File: src/rtl/alu_seq.sv
`default_nettype none
// +----------------------------------------------------------------------------+
// | Module      : alu_seq                                                      |
// | Description : Registered ALU with eight opcodes. Seven complete in one     |
// |               cycle. Multiply is an iterative shift-add over WIDTH cycles. |
// |               Results and flags are registered and marked by a one-cycle   |
// |               done pulse.                                                  |
// | Config      : `define ALU_SEQ_MUL_EN builds the multiplier. Without it,    |
// |               opcode 111 returns 0 and raises illegal.                     |
// | Revision    : 1.0 - initial release                                        |
// +----------------------------------------------------------------------------+
module alu_seq #(
  parameter int WIDTH = 8
) (
  input  logic             clk,
  input  logic             rst_n,
  input  logic             start,
  input  logic [2:0]       control,
  input  logic [WIDTH-1:0] dataInACC,
  input  logic [WIDTH-1:0] dataIn,
  input  logic [WIDTH-1:0] pc,
  output logic             busy,
  output logic             done,
  output logic [WIDTH-1:0] dataOut,
  output logic             zero,
  output logic             carry,
  output logic             illegal
);

  localparam int               SHW = $clog2(WIDTH);
  localparam logic [WIDTH-1:0] ONE = {{(WIDTH-1){1'b0}}, 1'b1};

  localparam logic [2:0] OP_ADD  = 3'b000;
  localparam logic [2:0] OP_NAND = 3'b001;
  localparam logic [2:0] OP_BNZ  = 3'b010;
  localparam logic [2:0] OP_SLT  = 3'b011;
  localparam logic [2:0] OP_SUB  = 3'b100;
  localparam logic [2:0] OP_SHL  = 3'b101;
  localparam logic [2:0] OP_SHR  = 3'b110;
  localparam logic [2:0] OP_MUL  = 3'b111;

  logic [WIDTH-1:0] w_res;
  logic             w_carry;
  logic             w_illegal;

  // Single-cycle result, computed straight from the inputs present at the start edge
  always_comb begin
    w_res     = '0;
    w_carry   = 1'b0;
    w_illegal = 1'b0;
    case (control)
      OP_ADD:  {w_carry, w_res} = {1'b0, dataInACC} + {1'b0, dataIn};
      OP_NAND: w_res = ~(dataInACC & dataIn);
      OP_BNZ:  w_res = (dataInACC != '0) ? (pc + ONE) : dataIn;
      OP_SLT:  w_res = (dataInACC < dataIn) ? ONE : '0;
      OP_SUB: begin
        w_res   = dataInACC - dataIn;
        w_carry = (dataInACC < dataIn);
      end
      OP_SHL:  w_res = dataInACC << dataIn[SHW-1:0];
      OP_SHR:  w_res = dataInACC >> dataIn[SHW-1:0];
`ifdef ALU_SEQ_MUL_EN
      default: w_res = '0;  // MUL takes the multi-cycle path
`else
      default: w_illegal = 1'b1;
`endif
    endcase
  end

`ifdef ALU_SEQ_MUL_EN
  typedef enum logic [0:0] {S_IDLE = 1'b0, S_MUL = 1'b1} state_t;

  localparam logic [SHW-1:0] CNT_LAST = SHW'(WIDTH - 1);
  localparam logic [SHW-1:0] CNT_ONE  = SHW'(1);

  state_t             state_q, state_d;
  logic [2*WIDTH-1:0] r_mcand;
  logic [WIDTH-1:0]   r_mplier;
  logic [2*WIDTH-1:0] r_acc;
  logic [SHW-1:0]     r_cnt;
  logic [2*WIDTH-1:0] w_acc_nxt;
  logic               r_busy;

  assign w_acc_nxt = r_acc + (r_mplier[0] ? r_mcand : '0);
  assign busy      = r_busy;

  // State register
  always_ff @(posedge clk or negedge rst_n) begin
    if (!rst_n) state_q <= S_IDLE;
    else        state_q <= state_d;
  end

  // Next state: enter MUL on a multiply start, leave after the last step
  always_comb begin
    state_d = state_q;
    case (state_q)
      S_IDLE:  if (start && control == OP_MUL) state_d = S_MUL;
      S_MUL:   if (r_cnt == CNT_LAST) state_d = S_IDLE;
      default: state_d = S_IDLE;
    endcase
  end

  // Datapath: single-cycle writeback, multiplier load and shift-add steps
  always_ff @(posedge clk or negedge rst_n) begin
    if (!rst_n) begin
      dataOut  <= '0;
      zero     <= 1'b0;
      carry    <= 1'b0;
      illegal  <= 1'b0;
      done     <= 1'b0;
      r_busy   <= 1'b0;
      r_mcand  <= '0;
      r_mplier <= '0;
      r_acc    <= '0;
      r_cnt    <= '0;
    end else begin
      done <= 1'b0;
      if (state_q == S_IDLE) begin
        if (start) begin
          if (control == OP_MUL) begin
            r_mcand  <= {{WIDTH{1'b0}}, dataInACC};
            r_mplier <= dataIn;
            r_acc    <= '0;
            r_cnt    <= '0;
            r_busy   <= 1'b1;
          end else begin
            dataOut <= w_res;
            zero    <= (w_res == '0);
            carry   <= w_carry;
            illegal <= w_illegal;
            done    <= 1'b1;
          end
        end
      end else begin
        r_acc    <= w_acc_nxt;
        r_mcand  <= r_mcand << 1;
        r_mplier <= r_mplier >> 1;
        r_cnt    <= r_cnt + CNT_ONE;
        if (r_cnt == CNT_LAST) begin
          dataOut <= w_acc_nxt[WIDTH-1:0];
          zero    <= (w_acc_nxt[WIDTH-1:0] == '0);
          carry   <= (w_acc_nxt[2*WIDTH-1:WIDTH] != '0);
          illegal <= 1'b0;
          done    <= 1'b1;
          r_busy  <= 1'b0;
        end
      end
    end
  end
`else
  assign busy = 1'b0;

  // Datapath: every opcode, including the unsupported MUL, completes in one cycle
  always_ff @(posedge clk or negedge rst_n) begin
    if (!rst_n) begin
      dataOut <= '0;
      zero    <= 1'b0;
      carry   <= 1'b0;
      illegal <= 1'b0;
      done    <= 1'b0;
    end else begin
      done <= 1'b0;
      if (start) begin
        dataOut <= w_res;
        zero    <= (w_res == '0);
        carry   <= w_carry;
        illegal <= w_illegal;
        done    <= 1'b1;
      end
    end
  end
`endif

endmodule
`default_nettype wire

File: config.mk
export PLATFORM = sky130hd
export DESIGN_NAME = alu_seq
export DESIGN_NICKNAME = d
export VERILOG_FILES = /design/src/rtl/alu_seq.sv
export SDC_FILE = /design/constraint.sdc
export NUM_CORES = 1
export LEC_CHECK = 0
export ABC_AREA = 1
export ABC_CLOCK_PERIOD_IN_PS = 800
export CAP_MARGIN = 20
export CORE_MARGIN = 2
export CORE_UTILIZATION = 55
export CTS_BUF_LIST = sky130_fd_sc_hd__clkbuf_8
export DETAILED_ROUTE_END_ITERATION = 10
export PLACE_DENSITY = 0.83
export SETUP_SLACK_MARGIN = 0.3
export SLEW_MARGIN = 20
export SYNTH_ARGS = -nofsm -noshare
export SYNTH_HDL_FRONTEND = slang
export SYNTH_SLANG_ARGS = --single-unit
File: constraint.sdc
create_clock -name clk -period 0.8 [get_ports clk]
set_input_delay 0.12 -clock clk [delete_from_list [all_inputs] [get_ports clk]]
set_output_delay 0.12 -clock clk [all_outputs]
set_load 0.01 [all_outputs]
==> impl_metrics.sql, run 1 <==
INSERT INTO impl_metrics (metric_group, metric, value, unit) VALUES
('run_status', 'run_status', 'stopped before the end', ''),
('run_status', 'stop_stage', '5_1_grt', ''),
('run_status', 'first_error', '[ERROR DPL-0038] Utilization greater than 100%, impossible to legalize', ''),
('place', 'gp_routability_congestion', '1.006', ''),
('timing', 'worst-endpoint-pin-kind', 'register data pin', ''),
('place', 'buffer_ports.inserted', '41', ''),
('yosys', 'synthCells', '412', ''),
('clock_network', 'number_of_sinks_driven_by_the_clock_tree', '12', ''),
('grt', 'pin_count_of_the_biggest_net_entering_global_routing', '17', ''),
('yosys', 'synth_simple_gate_area_share', '51.91', '%'),
('clock_network', 'root_buffer', 'clkbuf_8', ''),
('floorplan', 'chipWidth', '67.67', 'um'),
('clock_network', 'htree_depth', '1', ''),
('yosys', 'netlist.area_leader.share', '21.72', '%'),
('yosys', 'mappedNetlistNets', '462', ''),
('yosys', 'synth-compound-area-share', '9.091', '%'),
('clock_network', 'max-clock-path-buffers', '2', ''),
('yosys', 'post_synth_fa_ha_maj_area_fraction', '11.90', '%'),
('yosys', 'postSynthRegisterBits', '12', ''),
('floorplan', 'starting_density_of_the_core', '56.55', '%'),
('clock_network', 'cts_made_buffers', '3', ''),
('timing', 'crit_endpoint', 'zero$_DFFE_PN0P_/D', ''),
('clock_network', 'cts.hold.buffers_added', '0', ''),
('floorplan', 'row_count', '23', ''),
('yosys', 'muxShareOfSynthArea', '0', '%'),
('floorplan', 'io-pin-count', '43', ''),
('yosys', 'synth.distinct_cells', '31', ''),
('floorplan', 'die_h', '67.67', 'um'),
('yosys', 'dominant_combinational_cell_family_by_area_after_synthesis', 'simple AND/OR/NAND/NOR gates', ''),
('place', 'dp_hpwl', '6964', 'um'),
('yosys', 'synth_sequential_area_ratio', '13.47', '%'),
('yosys', 'synth_largest_area_cell', 'nand2_1', ''),
('yosys', 'synth.avg_cell_area', '5.412', 'sq um'),
('yosys', 'synth.top_cells.by_area', 'nand2_1, nand3_1, dfrtp_1', ''),
('yosys', 'synthesis.yosys.warnings', '0', ''),
('yosys', 'synth.cell_area', '2230', 'sq um'),
('yosys', 'post_synth_xor_area_fraction', '0.7856', '%'),
('place', 'placed_area', '3366', 'sq um');
-- what timing repair did --
action,CTS
gates cloned,1
pin swaps,36
gates resized for setup,153
setup endpoints to repair,24
buffers inserted,14
-- metrics by stage --
step / setup WS [ns] / instances / hold slack [ns]
floorplan: -0.7852 / 412 / -0.1756
global placement: -1.557 / 565 / 0.4619
detailed placement: -1.662 / 565 / 0.4606
CTS: -1.063 / 584 / 0.2027
-- synth_stat cells --
| cell | count |
|---|---|
| buf_2 | 5 |
| conb_1 | 1 |
| inv_1 | 47 |
| clkbuf_1 | 2 |
| clkbuf_2 | 1 |
| nand2_1 | 129 |
| o21ai_1 | 1 |
| o21a_1 | 1 |
| buf_4 | 3 |
| ha_1 | 18 |
| o21ai_0 | 15 |
| nand2_2 | 1 |
| xnor2_1 | 1 |
| dfrtp_1 | 12 |
| nor2_1 | 53 |
| nand3_2 | 1 |
| nand4_1 | 2 |
| nor2_2 | 3 |
| nand3b_1 | 2 |
| o21bai_1 | 1 |
| inv_4 | 2 |
| nor2_4 | 1 |
| inv_2 | 6 |
| a21oi_1 | 15 |
| nor3_1 | 1 |
| nand3_1 | 79 |
| a22oi_1 | 1 |
| buf_6 | 1 |
| a31oi_1 | 4 |
| xor2_1 | 1 |
| fa_1 | 2 |
-- logic make-up after synthesis --
| kind of cell | Yosys count |
|---|---|
| AOI/OAI and AO/OA | 38 |
| DFF | 12 |
| xor gates and xnor gates | 2 |
| and+or+nand+nor | 272 |
| buffers and inverters | 67 |
| adders and majority gates | 20 |
| other | 1 |
==> inputs of run 2 (changes only) <==
--- a/config.mk
+++ b/config.mk
@@ -9,11 +9,9 @@
 export ABC_CLOCK_PERIOD_IN_PS = 800
 export CAP_MARGIN = 20
 export CORE_MARGIN = 2
-export CORE_UTILIZATION = 55
-export CTS_BUF_LIST = sky130_fd_sc_hd__clkbuf_8
+export CORE_UTILIZATION = 40
 export DETAILED_ROUTE_END_ITERATION = 10
-export PLACE_DENSITY = 0.83
-export SETUP_SLACK_MARGIN = 0.3
+export PLACE_DENSITY_LB_ADDON = 0.15
 export SLEW_MARGIN = 20
 export SYNTH_ARGS = -nofsm -noshare
 export SYNTH_HDL_FRONTEND = slang
==> run 2 against run 1 <==
  * The flow now finishes, with violations (setup timing)
  * Synthesized area unchanged
  * Synthesized cell count unchanged
==> impl_metrics.sql, run 2 <==
INSERT INTO impl_metrics (metric_group, metric, value, unit) VALUES
('clock_network', 'path_clk_slew', '0.05', 'ns'),
('route', 'initial_detailed_routing_violation_count', '198', ''),
('floorplan', 'fp.dieArea', '6187', 'sq um'),
('yosys', 'synth.avg_cell_area', '5.412', 'sq um'),
('setup_path', 'criticalPathCategory', 'input port to flip-flop', ''),
('yosys', 'synth_sequential_area_ratio', '13.47', '%'),
('final_layout', 'postLayoutCoreUtil', '72.39', '%'),
('final_layout', 'fillers', '447', ''),
('timing', 'grt_setup_unrepaired', 'true', ''),
('yosys', 'synth.distinct_cells', '31', ''),
('timing', 'slew_viol_final', '0', ''),
('final_layout', 'layout_cell_share_with_drive_strength_beyond_1', '46.69', '%'),
('timing', 'report.final.setup_viol', '22', ''),
('final_layout', 'multi_input_area', '2143', 'sq um'),
('clock_network', 'number_of_sinks_driven_by_the_clock_tree', '12', ''),
('setup_path', 'cp_num_buf_inv', '3', ''),
('yosys', 'synth.top_cells.by_area', 'nand2_1, nand3_1, dfrtp_1', ''),
('route', 'post-route-drc-count', '0', ''),
('yosys', 'yosys_most_used_dff', 'dfrtp_1', ''),
('yosys', 'synth_common_cells', 'nand2_1, nand3_1, nor2_1', ''),
('yosys', 'mappedNetlistNets', '462', ''),
('setup_path', 'cp_cell_sequence', 'buf_12 -> buf_12 -> ha_4 -> fa_2 -> inv_2 -> nand2_1 -> nand2_1 -> nor2_1 -> nor2_1 -> nand2_1 -> nor2_1 -> nand3_1 -> nor2_1 -> nand2_1 -> nor2_1 -> nand3_1 -> nand2_1', ''),
('yosys', 'synth_largest_area_cell', 'nand2_1', ''),
('clock_network', 'root_buffer', 'clkbuf_8', ''),
('route', 'finalWirelength', '8643', 'um'),
('clock_network', 'cts_made_buffers', '3', ''),
('floorplan', 'core_region_area', '5439', 'sq um'),
('route', 'antenna_left', '0', ''),
('place', 'buffer_ports.inserted', '41', ''),
('setup_path', 'worstRegToRegCells', '4', ''),
('grt', 'grt_pass1_wl', '14170', 'um'),
('timing', 'timing_hold_violations_final', '0', ''),
('grt', 'antenna_found_initial', '0', ''),
('setup_path', 'regToRegSetupSlack', '-0.05', 'ns'),
('grt', 'grt_overflow_total', '0', ''),
('grt', 'grt_pass1_vias', '3137', ''),
('final_layout', 'number_of_flip_flops_under_the_largest_register_name', '8', ''),
('timing', 'final.period_utilization', '216.6', '%'),
('power', 'sequentialPowerShare', '19.3', '%'),
('power', 'sw_frac_of_total', '40.14', '%'),
('route', 'post_drt_wl_per_cell', '14.03', 'um'),
('timing', 'clock-skew-final', '0', 'ns'),
('grt', 'groute.usage.overall', '28.48', '%'),
('yosys', 'synthesis.yosys.warnings', '0', ''),
('power', 'worst_case_vdd_ir_drop', '0.0007166', 'V'),
('power', 'total_switching_power', '0.001490', 'W'),
('floorplan', 'die_h', '78.66', 'um'),
('timing', 'final.min_clock_period', '1.733', 'ns'),
('yosys', 'netlist.area_leader.share', '21.72', '%'),
('setup_path', 'cp-start-kind', 'input port', ''),
('place', 'dp_hpwl', '6525', 'um'),
('final_layout', 'layout.cells.most_common', 'nand2_1', ''),
('clock_network', 'htree_depth', '1', ''),
('route', 'drt-vias-per-instance', '5.218', ''),
('floorplan', 'chipWidth', '78.66', 'um'),
('place', 'gp_routability_congestion', '0.9545', ''),
('grt', 'pin_count_of_the_biggest_net_entering_global_routing', '17', ''),
('yosys', 'postSynth.asyncResetShare', '100.0', '%'),
('power', 'power.internal', '0.002223', 'W'),
('timing', 'max_freq', '0.5771', 'GHz'),
('timing', 'fin_ws', '-0.9328', 'ns'),
('final_layout', 'nNetsFinal', '595', ''),
('clock_network', 'tritoncts_clock_tree', 'done', ''),
('route', 'detail_route.first_pass.iterations', '5', ''),
('floorplan', 'starting_density_of_the_core', '40.99', '%'),
('final_layout', 'layout.area.seq', '300.3', 'sq um'),
('power', 'cellLeakagePower', '2.087', 'nW'),
('setup_path', 'crit_path_arrival_time', '1.91', 'ns'),
('setup_path', 'timing.critical_path.slowest_cell_delay', '0.38', 'ns'),
('clock_network', 'cts.hold.buffers_added', '0', ''),
('final_layout', 'registers.top_by_ff_count', 'dataOut', ''),
('run_status', 'run_status', 'complete, but fails checks', ''),
('clock_network', 'max-clock-path-buffers', '2', ''),
('yosys', 'synth_enable_flop_cells', '0', ''),
('setup_path', 'critPathTopFamily', 'simple AND/OR/NAND/NOR gates', ''),
('yosys', 'post-synth-top-count-cell', 'nand2_1', ''),
('route', 'vias', '3214', ''),
('flow_run', 'max_cap_viol_count', '0', ''),
('place', 'placed_cells', '593', ''),
('final_layout', 'insertedDiodeCount', '0', ''),
('setup_path', 'r2r_start', 'carry', ''),
('yosys', 'synth.cell_area', '2230', 'sq um'),
('power', 'fraction_of_power_consumed_by_combinational_cells', '63.4', '%'),
('setup_path', 'cp_max_fo', '2', ''),
('final_layout', 'syn2layout_area_growth', '76.60', '%'),
('worst_hold_path', 'hold_path_class', 'input port to async pin', ''),
('setup_path', 'critical_path_required', '0.98', 'ns'),
('run_status', 'violations_in_the_final_reports', 'setup timing', ''),
('floorplan', 'row_count', '27', ''),
('power', 'relative_contribution_of_the_clock_network_to_total_power', '17.3', '%'),
('setup_path', 'cp_slowest_cell', 'fa_2', ''),
('final_layout', 'final_cells', '616', ''),
('setup_path', 'r2r-end', 'carry', ''),
('yosys', 'postSynthRegisterBits', '12', ''),
('power', 'pwr_density_cell', '942.9', 'nW/um^2'),
('floorplan', 'io-pin-count', '43', ''),
('setup_path', 'critPathCaptureType', 'flip-flop', ''),
('yosys', 'synthCells', '412', ''),
('clock_network', 'clock_latency_reported_for_the_late_side_of_the_worst_skew_pair', '0.24', 'ns'),
('final_layout', 'final_cell_mix', 'nand2_1, buf_4, nand3_1', '');
==> run 2: layout make-up <==
type                       count  share of cell area, %
tap                           72                  2.288
multi-input combinational    334                  54.43
timing repair buffer         139                  28.44
clock buffer                   4                  1.398
sequential                    12                  7.626
inverter                      55                  5.815
==> run 2: per-layer routing <==
metal  vias up  part of all wire [%]  track usage, %
li1       1595                     -               -
met1      1459                    41           36.79
met2       140                    51           51.11
met3        20                   6.5           1.264
met4         0                   2.1           8.246
met5         -                     0               0
==> run 2: repair_timing <==
| item | 4_1_cts | 5_1_grt |
|---|---|---|
| setup buffers | 17 | 4 |
| cloned | 1 | 0 |
| pin swaps | 61 | 36 |
| setup endpoints to repair | 23 | 23 |
| gates resized for setup | 193 | 53 |
==> run 2: stage by stage <==
stage	area, sq um	TNS, ns	hold WS (ns)	power, W	worst slack [ns]
3_3_place_gp	3433	-16.35	0.4630	0.002676	-1.562
2_1_floorplan	2426	-5.356	-0.1756	0.001730	-0.7853
4_1_cts	3836	-8.370	0.2186	0.003570	-0.9155
6_report	3938	-7.647	0.2173	0.003713	-0.9328
5_1_grt	3938	-8.778	0.2230	0.003983	-1.082
3_5_place_dp	3433	-16.56	0.4612	0.002694	-1.587
==> run 2: how the worst max path moves through the flow <==
| stage | startpoint | to | slack, ns | cells past startpoint |
|---|---|---|---|---|
| global route | dataInACC[0] | zero | -1.08 | 17 |
| global placement | dataInACC[0] | zero | -1.56 | 17 |
| detailed placement | dataInACC[0] | zero | -1.59 | 17 |
| CTS | dataInACC[0] | zero | -0.92 | 17 |
| finish | dataInACC[0] | zero | -0.93 | 17 |
| floorplan | dataInACC[0] | zero | -0.79 | 15 |
==> run 2: logic make-up (layout without fill, tap and decap cells) <==
logic type / after synthesis / in the layout / synth area share [%]
adder cells (fa/ha/maj): 20 / 20 / 11.90
AO/OA/AOI/OAI: 38 / 38 / 9.091
flip-flops: 12 / 12 / 13.47
AND/OR/NAND/NOR: 272 / 273 / 51.91
other: 1 / 1 / 0.1682
buffers and inverters: 67 / 198 / 12.68
XOR/XNOR: 2 / 2 / 0.7858
==> run 2: power by group through the flow <==
stage	registers, W	clock network (W)	logic (W)
detailed placement	0.000728	0	0.00197
finish	0.000716	0.000643	0.00235
global route	0.000724	0.000699	0.00256
floorplan	0.000762	0	0.000968
global placement	0.000727	0	0.00195
CTS	0.000715	0.000662	0.00219
Power figures use the tool's default switching activity.
==> inputs of run 3 (changes only) <==
--- a/config.mk
+++ b/config.mk
@@ -7,11 +7,11 @@
 export LEC_CHECK = 0
 export ABC_AREA = 1
 export ABC_CLOCK_PERIOD_IN_PS = 800
-export CAP_MARGIN = 20
 export CORE_MARGIN = 2
 export CORE_UTILIZATION = 40
+export CTS_BUF_LIST = sky130_fd_sc_hd__clkbuf_4
 export DETAILED_ROUTE_END_ITERATION = 10
-export PLACE_DENSITY_LB_ADDON = 0.15
+export PLACE_DENSITY = 0.61
 export SLEW_MARGIN = 20
 export SYNTH_ARGS = -nofsm -noshare
 export SYNTH_HDL_FRONTEND = slang
==> run 3 against run 2 <==
  * The flow still finishes with violations (setup timing)
  * Register-to-register slack got worse by 0.02 ns
  * Sequential cell count stayed put
  * Wire length rose by 7.0%
  * Clock skew unchanged
  * Power is 3.1% lower
  * Critical path type unchanged
==> impl_metrics.sql, run 3 (synthesized netlist as in run 2, its figures left out) <==
INSERT INTO impl_metrics (metric_group, metric, value, unit) VALUES
('clock_network', 'htree_depth', '1', ''),
('setup_path', 'timing.critical_path.slowest_cell_delay', '0.37', 'ns'),
('floorplan', 'starting_density_of_the_core', '40.99', '%'),
('final_layout', 'insertedDiodeCount', '0', ''),
('final_layout', 'layout_cell_share_with_drive_strength_beyond_1', '47.38', '%'),
('final_layout', 'registers.top_by_ff_count', 'dataOut', ''),
('setup_path', 'critical_path_required', '1.00', 'ns'),
('final_layout', 'final_cell_mix', 'nand2_1, buf_4, nand3_1', ''),
('grt', 'pin_count_of_the_biggest_net_entering_global_routing', '18', ''),
('clock_network', 'max-clock-path-buffers', '2', ''),
('grt', 'grt_pass1_wl', '14430', 'um'),
('clock_network', 'number_of_sinks_driven_by_the_clock_tree', '12', ''),
('power', 'power.internal', '0.002048', 'W'),
('setup_path', 'criticalPathCategory', 'input port to flip-flop', ''),
('final_layout', 'layout.cells.most_common', 'nand2_1', ''),
('route', 'post_drt_wl_per_cell', '14.79', 'um'),
('clock_network', 'cts_made_buffers', '3', ''),
('final_layout', 'number_of_flip_flops_under_the_largest_register_name', '8', ''),
('route', 'initial_detailed_routing_violation_count', '173', ''),
('place', 'gp_routability_congestion', '0.9027', ''),
('timing', 'max_freq', '0.5836', 'GHz'),
('route', 'antenna_left', '0', ''),
('setup_path', 'critPathCapture', 'zero', ''),
('timing', 'timing_hold_violations_final', '0', ''),
('route', 'drt-vias-per-instance', '5.165', ''),
('flow_run', 'max_cap_viol_count', '0', ''),
('power', 'relative_contribution_of_the_clock_network_to_total_power', '10.4', '%'),
('place', 'buffer_ports.inserted', '41', ''),
('floorplan', 'core_region_area', '5439', 'sq um'),
('setup_path', 'critPathCaptureType', 'flip-flop', ''),
('setup_path', 'crit_path_arrival_time', '1.92', 'ns'),
('power', 'worst_case_vdd_ir_drop', '0.0006992', 'V'),
('power', 'fraction_of_power_consumed_by_combinational_cells', '69.8', '%'),
('setup_path', 'cp_cell_sequence', 'buf_12 -> buf_12 -> ha_4 -> fa_2 -> buf_4 -> buf_6 -> nand3_4 -> nand4_1 -> nand2_1 -> nor2_1 -> nor2_1 -> nand2_1 -> nor2_1 -> nand3_1 -> nand2_1', ''),
('setup_path', 'worstRegToRegCells', '3', ''),
('timing', 'clock-skew-final', '0', 'ns'),
('final_layout', 'fillers', '469', ''),
('worst_hold_path', 'hold_path_class', 'input port to async pin', ''),
('setup_path', 'critPathTopFamily', 'simple AND/OR/NAND/NOR gates', ''),
('power', 'cellLeakagePower', '2.142', 'nW'),
('setup_path', 'cp_slowest_cell', 'fa_2', ''),
('run_status', 'run_status', 'complete, but fails checks', ''),
('clock_network', 'clock_latency_reported_for_the_late_side_of_the_worst_skew_pair', '0.26', 'ns'),
('power', 'sw_frac_of_total', '43.09', '%'),
('timing', 'grt_setup_unrepaired', 'true', ''),
('grt', 'grt_overflow_total', '0', ''),
('floorplan', 'io-pin-count', '43', ''),
('timing', 'slew_viol_final', '0', ''),
('place', 'dp_hpwl', '6862', 'um'),
('final_layout', 'syn2layout_area_growth', '82.49', '%'),
('clock_network', 'root_buffer', 'clkbuf_4', ''),
('floorplan', 'chipWidth', '78.66', 'um'),
('route', 'post-route-drc-count', '0', ''),
('setup_path', 'cp_num_buf_inv', '4', ''),
('setup_path', 'critPathLaunch', 'dataInACC[0]', ''),
('setup_path', 'r2r-end', 'dataOut[1]', ''),
('grt', 'antenna_found_initial', '0', ''),
('timing', 'whs', '0.1778', 'ns'),
('setup_path', 'regToRegSetupSlack', '-0.07', 'ns'),
('grt', 'grt_pass1_vias', '3019', ''),
('setup_path', 'r2r_start', 'dataOut[1]', ''),
('setup_path', 'critical_path_cell_count', '15', ''),
('clock_network', 'tritoncts_clock_tree', 'done', ''),
('timing', 'final.period_utilization', '214.2', '%'),
('timing', 'final.min_clock_period', '1.714', 'ns'),
('power', 'pwr_density_cell', '884.6', 'nW/um^2'),
('setup_path', 'cp_max_fo', '3', ''),
('setup_path', 'cp-start-kind', 'input port', ''),
('clock_network', 'path_clk_slew', '0.08', 'ns'),
('timing', 'fin_ws', '-0.9136', 'ns'),
('floorplan', 'fp.dieArea', '6187', 'sq um'),
('run_status', 'violations_in_the_final_reports', 'setup timing', ''),
('grt', 'groute.usage.overall', '29.43', '%'),
('route', 'vias', '3228', ''),
('final_layout', 'layout.area.seq', '300.3', 'sq um'),
('power', 'sequentialPowerShare', '19.8', '%'),
('power', 'total_switching_power', '0.001551', 'W'),
('floorplan', 'die_h', '78.66', 'um'),
('final_layout', 'postLayoutCoreUtil', '74.81', '%'),
('floorplan', 'row_count', '27', ''),
('route', 'detail_route.first_pass.iterations', '4', ''),
('route', 'finalWirelength', '9245', 'um'),
('final_layout', 'multi_input_area', '2212', 'sq um'),
('final_layout', 'nNetsFinal', '604', ''),
('timing', 'report.final.setup_viol', '22', '');
run 3: area by class of cell:
class,instances,area share (%)
Inverter,55,5.750
Sequential cell,12,7.380
Clock buffer,3,0.5535
Tap cell,72,2.214
Multi-Input combinational cell,334,54.37
Timing Repair Buffer,148,29.64
Clock inverter,1,0.09225
run 3: layer usage:
metal  share of wire, %  vias to the layer above  GRT usage (%)
li1                   -                     1611              -
met1                 44                     1488          37.87
met2                 48                      103          51.62
met3                4.1                       26          2.529
met4                3.8                        0          9.474
met5                  0                        -              0
run 3: what timing repair did:
item / in CTS / in global routing
gates cloned: 1 / 0
buffers inserted: 24 / 10
hold endpoints to repair: 0 / 0
pin swaps: 70 / 59
endpoints found under the setup margin: 23 / 23
hold buffers: 0 / 0
gates resized for setup: 200 / 58
run 3: worst min-delay path by stage:
stage / start / endpoint / slack, ns
global placement: rst_n / done / 0.46
detailed placement: rst_n / done / 0.46
floorplan: rst_n / carry / -0.18
CTS: rst_n / done / 0.17
global route: rst_n / done / 0.17
finish: rst_n / done / 0.18
run 3: per-stage QoR:
step	setup WS [ns]	setup TNS [ns]	instance area, sq um	instances	total power [W]
after floorplan	-0.7853	-5.356	2426	412	0.001730
after global placement	-1.614	-16.63	3433	593	0.002682
after detailed placement	-1.642	-16.94	3433	593	0.002711
after CTS	-0.9888	-8.847	3864	619	0.003355
after global routing	-1.040	-9.225	4069	625	0.003839
final	-0.9136	-8.335	4069	625	0.003599
run 3: power groups by stage:
stage / clock [W] / combinational [W] / sequential (W)
6_report: 0.000376 / 0.00251 / 0.000711
5_1_grt: 0.000416 / 0.00271 / 0.000717
4_1_cts: 0.000389 / 0.00225 / 0.000711
3_5_place_dp: 0 / 0.00198 / 0.000728
3_3_place_gp: 0 / 0.00196 / 0.000726
2_1_floorplan: 0 / 0.000968 / 0.000762
==> inputs of run 4 (changes only) <==
--- a/config.mk
+++ b/config.mk
@@ -5,13 +5,12 @@
 export SDC_FILE = /design/constraint.sdc
 export NUM_CORES = 1
 export LEC_CHECK = 0
-export ABC_AREA = 1
 export ABC_CLOCK_PERIOD_IN_PS = 800
 export CORE_MARGIN = 2
 export CORE_UTILIZATION = 40
 export CTS_BUF_LIST = sky130_fd_sc_hd__clkbuf_4
 export DETAILED_ROUTE_END_ITERATION = 10
-export PLACE_DENSITY = 0.61
+export PLACE_DENSITY = 0.62
 export SLEW_MARGIN = 20
 export SYNTH_ARGS = -nofsm -noshare
 export SYNTH_HDL_FRONTEND = slang
==> run 4 against run 3 <==
  * Largest power group unchanged
  * Non-clock buffer count rose by 10
  * Core utilization up 2.6 points
  * Critical path type unchanged
  * Clock skew did not move
  * Largest cell class unchanged
  * Sequential share of layout area rose by 0.16 points
  * The run still ends with setup timing left
  * Power increased by 1.5%
  * Die area decreased by 3.6%
  * Critical path depth shrank 3
  * Register-to-register slack improved by 0.04 ns
==> impl_metrics.sql, run 4 <==
INSERT INTO impl_metrics (metric_group, metric, value, unit) VALUES
('run_status', 'run_status', 'complete, but fails checks', ''),
('run_status', 'violations_in_the_final_reports', 'setup timing', ''),
('route', 'post_drt_wl_per_cell', '18.76', 'um'),
('final_layout', 'registers.top_by_ff_count', 'dataOut', ''),
('route', 'finalWirelength', '8894', 'um'),
('place', 'buffer_ports.inserted', '41', ''),
('clock_network', 'htree_depth', '1', ''),
('route', 'vias', '2761', ''),
('clock_network', 'clock_latency_reported_for_the_late_side_of_the_worst_skew_pair', '0.27', 'ns'),
('timing', 'final.min_clock_period', '2.003', 'ns'),
('timing', 'clock-skew-final', '0', 'ns'),
('floorplan', 'io-pin-count', '43', ''),
('yosys', 'synth_common_cells', 'a21oi_1, nor2_1, ha_1', ''),
('clock_network', 'cts_made_buffers', '3', ''),
('final_layout', 'multi_input_area', '2198', 'sq um'),
('yosys', 'synth.distinct_cells', '57', ''),
('route', 'antenna_left', '0', ''),
('yosys', 'yosys_most_used_dff', 'dfrtp_1', ''),
('timing', 'fin_ws', '-1.203', 'ns'),
('yosys', 'mappedNetlistNets', '311', ''),
('floorplan', 'starting_density_of_the_core', '41.75', '%'),
('setup_path', 'cp_slowest_cell', 'fa_2', ''),
('setup_path', 'criticalPathCategory', 'input port to flip-flop', ''),
('yosys', 'synth.cell_area', '2146', 'sq um'),
('yosys', 'synth.top_cells.by_area', 'dfrtp_1, ha_1, mux4_1', ''),
('place', 'preCtsSetupSlack', '-2.085', 'ns'),
('floorplan', 'die_h', '77.24', 'um'),
('final_layout', 'syn2layout_area_growth', '85.54', '%'),
('yosys', 'synth_sequential_area_ratio', '13.99', '%'),
('clock_network', 'root_buffer', 'clkbuf_4', ''),
('grt', 'grt_pass1_wl', '14230', 'um'),
('final_layout', 'layout_cell_share_with_drive_strength_beyond_1', '57.67', '%'),
('route', 'drt-vias-per-instance', '5.825', ''),
('final_layout', 'nNetsFinal', '455', ''),
('setup_path', 'crit_path_arrival_time', '2.22', 'ns'),
('yosys', 'synth.avg_cell_area', '8.221', 'sq um'),
('floorplan', 'row_count', '26', ''),
('setup_path', 'timing.critical_path.slowest_cell_delay', '0.40', 'ns'),
('timing', 'final.setup.tns', '-11.73', 'ns'),
('yosys', 'netlist.area_leader.share', '13.99', '%'),
('timing', 'grt_setup_unrepaired', 'true', ''),
('grt', 'groute.usage.overall', '30.16', '%'),
('clock_network', 'cts.hold.buffers_added', '0', ''),
('floorplan', 'core_region_area', '5140', 'sq um'),
('timing', 'slew_viol_final', '0', ''),
('flow_run', 'max_cap_viol_count', '0', ''),
('final_layout', 'fillers', '380', ''),
('place', 'gp_routability_congestion', '0.9193', ''),
('timing', 'max_freq', '0.4992', 'GHz'),
('final_layout', 'number_of_flip_flops_under_the_largest_register_name', '8', ''),
('grt', 'grt_overflow_total', '0', ''),
('yosys', 'synth_largest_area_cell', 'dfrtp_1', ''),
('timing', 'report.final.setup_viol', '22', ''),
('setup_path', 'cp-start-kind', 'input port', ''),
('yosys', 'postSynthRegisterBits', '12', ''),
('power', 'cellLeakagePower', '1.755', 'nW'),
('clock_network', 'max-clock-path-buffers', '2', ''),
('yosys', 'synthCells', '261', ''),
('place', 'dp_hpwl', '6260', 'um'),
('clock_network', 'path_clk_slew', '0.08', 'ns'),
('setup_path', 'critPathCaptureType', 'flip-flop', ''),
('setup_path', 'cp_cell_sequence', 'buf_8 -> inv_2 -> ha_4 -> fa_2 -> nor2b_4 -> o31a_1 -> buf_4 -> a211oi_2 -> nor4_2 -> nand2_1 -> nor4_4 -> a32o_1', ''),
('setup_path', 'cp_max_fo', '3', ''),
('floorplan', 'chipWidth', '77.24', 'um'),
('route', 'initial_detailed_routing_violation_count', '233', ''),
('yosys', 'postSynth.asyncResetShare', '100.0', '%'),
('timing', 'timing_hold_violations_final', '0', ''),
('setup_path', 'critical_path_required', '1.02', 'ns'),
('route', 'detail_route.first_pass.iterations', '4', ''),
('grt', 'antenna_found_initial', '0', ''),
('yosys', 'synthesis.yosys.warnings', '0', ''),
('clock_network', 'number_of_sinks_driven_by_the_clock_tree', '12', ''),
('final_layout', 'final_cell_mix', 'buf_4, buf_6, nand2_1, nor2_1, buf_2', ''),
('worst_hold_path', 'hold_path_class', 'input port to async pin', ''),
('final_layout', 'insertedDiodeCount', '0', ''),
('timing', 'final.period_utilization', '250.4', '%'),
('power', 'pwr_density_cell', '917.8', 'nW/um^2'),
('clock_network', 'tritoncts_clock_tree', 'done', ''),
('floorplan', 'fp.dieArea', '5966', 'sq um'),
('power', 'worst_case_vdd_ir_drop', '0.001061', 'V'),
('final_layout', 'layout.area.seq', '300.3', 'sq um'),
('yosys', 'synth_enable_flop_cells', '0', ''),
('route', 'post-route-drc-count', '0', ''),
('final_layout', 'layout.cells.most_common', 'buf_4', ''),
('grt', 'pin_count_of_the_biggest_net_entering_global_routing', '19', ''),
('grt', 'grt_pass1_vias', '2799', '');
run 4: path summary, 6_finish.rpt:
kind | startpoint | end | slack (ns) | cells past startpoint
setup / recovery | dataInACC[0] | zero | -1.20 | 12
hold / removal | rst_n | done | 0.16 | 2
setup reg to reg | zero | zero | -0.03 | 2
hold reg to reg | dataOut[2] | dataOut[2] | 0.48 | 1
max in group asynchronous | rst_n | dataOut[1] | 0.53 | 2
min in group clk | control[0] | illegal | 0.35 | 4
run 4: logic make-up after synthesis:
logic type	synth area share [%]
other	0.1748
and+or+nand+nor	23.62
muxes	15.86
buffers and inverters	7.113
adders and majority gates	12.36
xor gates and xnor gates	4.898
DFF	13.99
AOI/OAI and AO/OA	21.98
run 4: report_power, final:
| group | internal, W | switching, W |
|---|---|---|
| Clock | 0.000181 | 0.000211 |
| Combinational | 0.00136 | 0.00117 |
| Sequential | 0.000682 | 0.0000418 |
| Total | 0.00223 | 0.00143 |
run 4: area by class of cell:
class,instances,share of cell area (%)
sequential,12,7.542
timing repair buffer,158,32.87
clock buffer,3,0.5657
multi-input combinational,214,55.22
inverter,16,1.508
tap,70,2.200
clock inverter,1,0.09428
run 4: layer usage:
metal  vias to the layer above  global-route usage, %  wire [um]
li1                       1278                      -          -
met1                      1343                  40.99       3802
met2                       122                  51.04       4382
met3                        18                  3.647        493
met4                         0                  7.143        216
met5                         -                      0          0
run 4: worst max-delay path: cells and delay by family:
kind / cells / cell delay (ns)
buf+inv: 3 / 0.26
simple gates: 4 / 0.87
compound gates: 3 / 0.41
fa+ha+maj: 2 / 0.55
run 4: repair_timing:
action / CTS / global route
endpoints found under the setup margin: 23 / 23
gates resized for setup: 197 / 35
cloned: 2 / 0
pin swaps: 43 / 21
buffers inserted: 27 / 9
run 4: per-stage QoR:
step | hold slack (ns) | utilization (%) | instance area (sq um) | std cells | total power, W
after floorplan | -0.1756 | - | 2253 | 261 | 0.001682
after global placement | 0.4580 | 63.85 | 3282 | 439 | 0.002654
after detailed placement | 0.4568 | 63.85 | 3282 | 439 | 0.002682
after CTS | 0.1545 | 75.85 | 3899 | 470 | 0.003504
after global routing | 0.1636 | 77.46 | 3981 | 474 | 0.003868
final | 0.1590 | 77.46 | 3981 | 474 | 0.003654
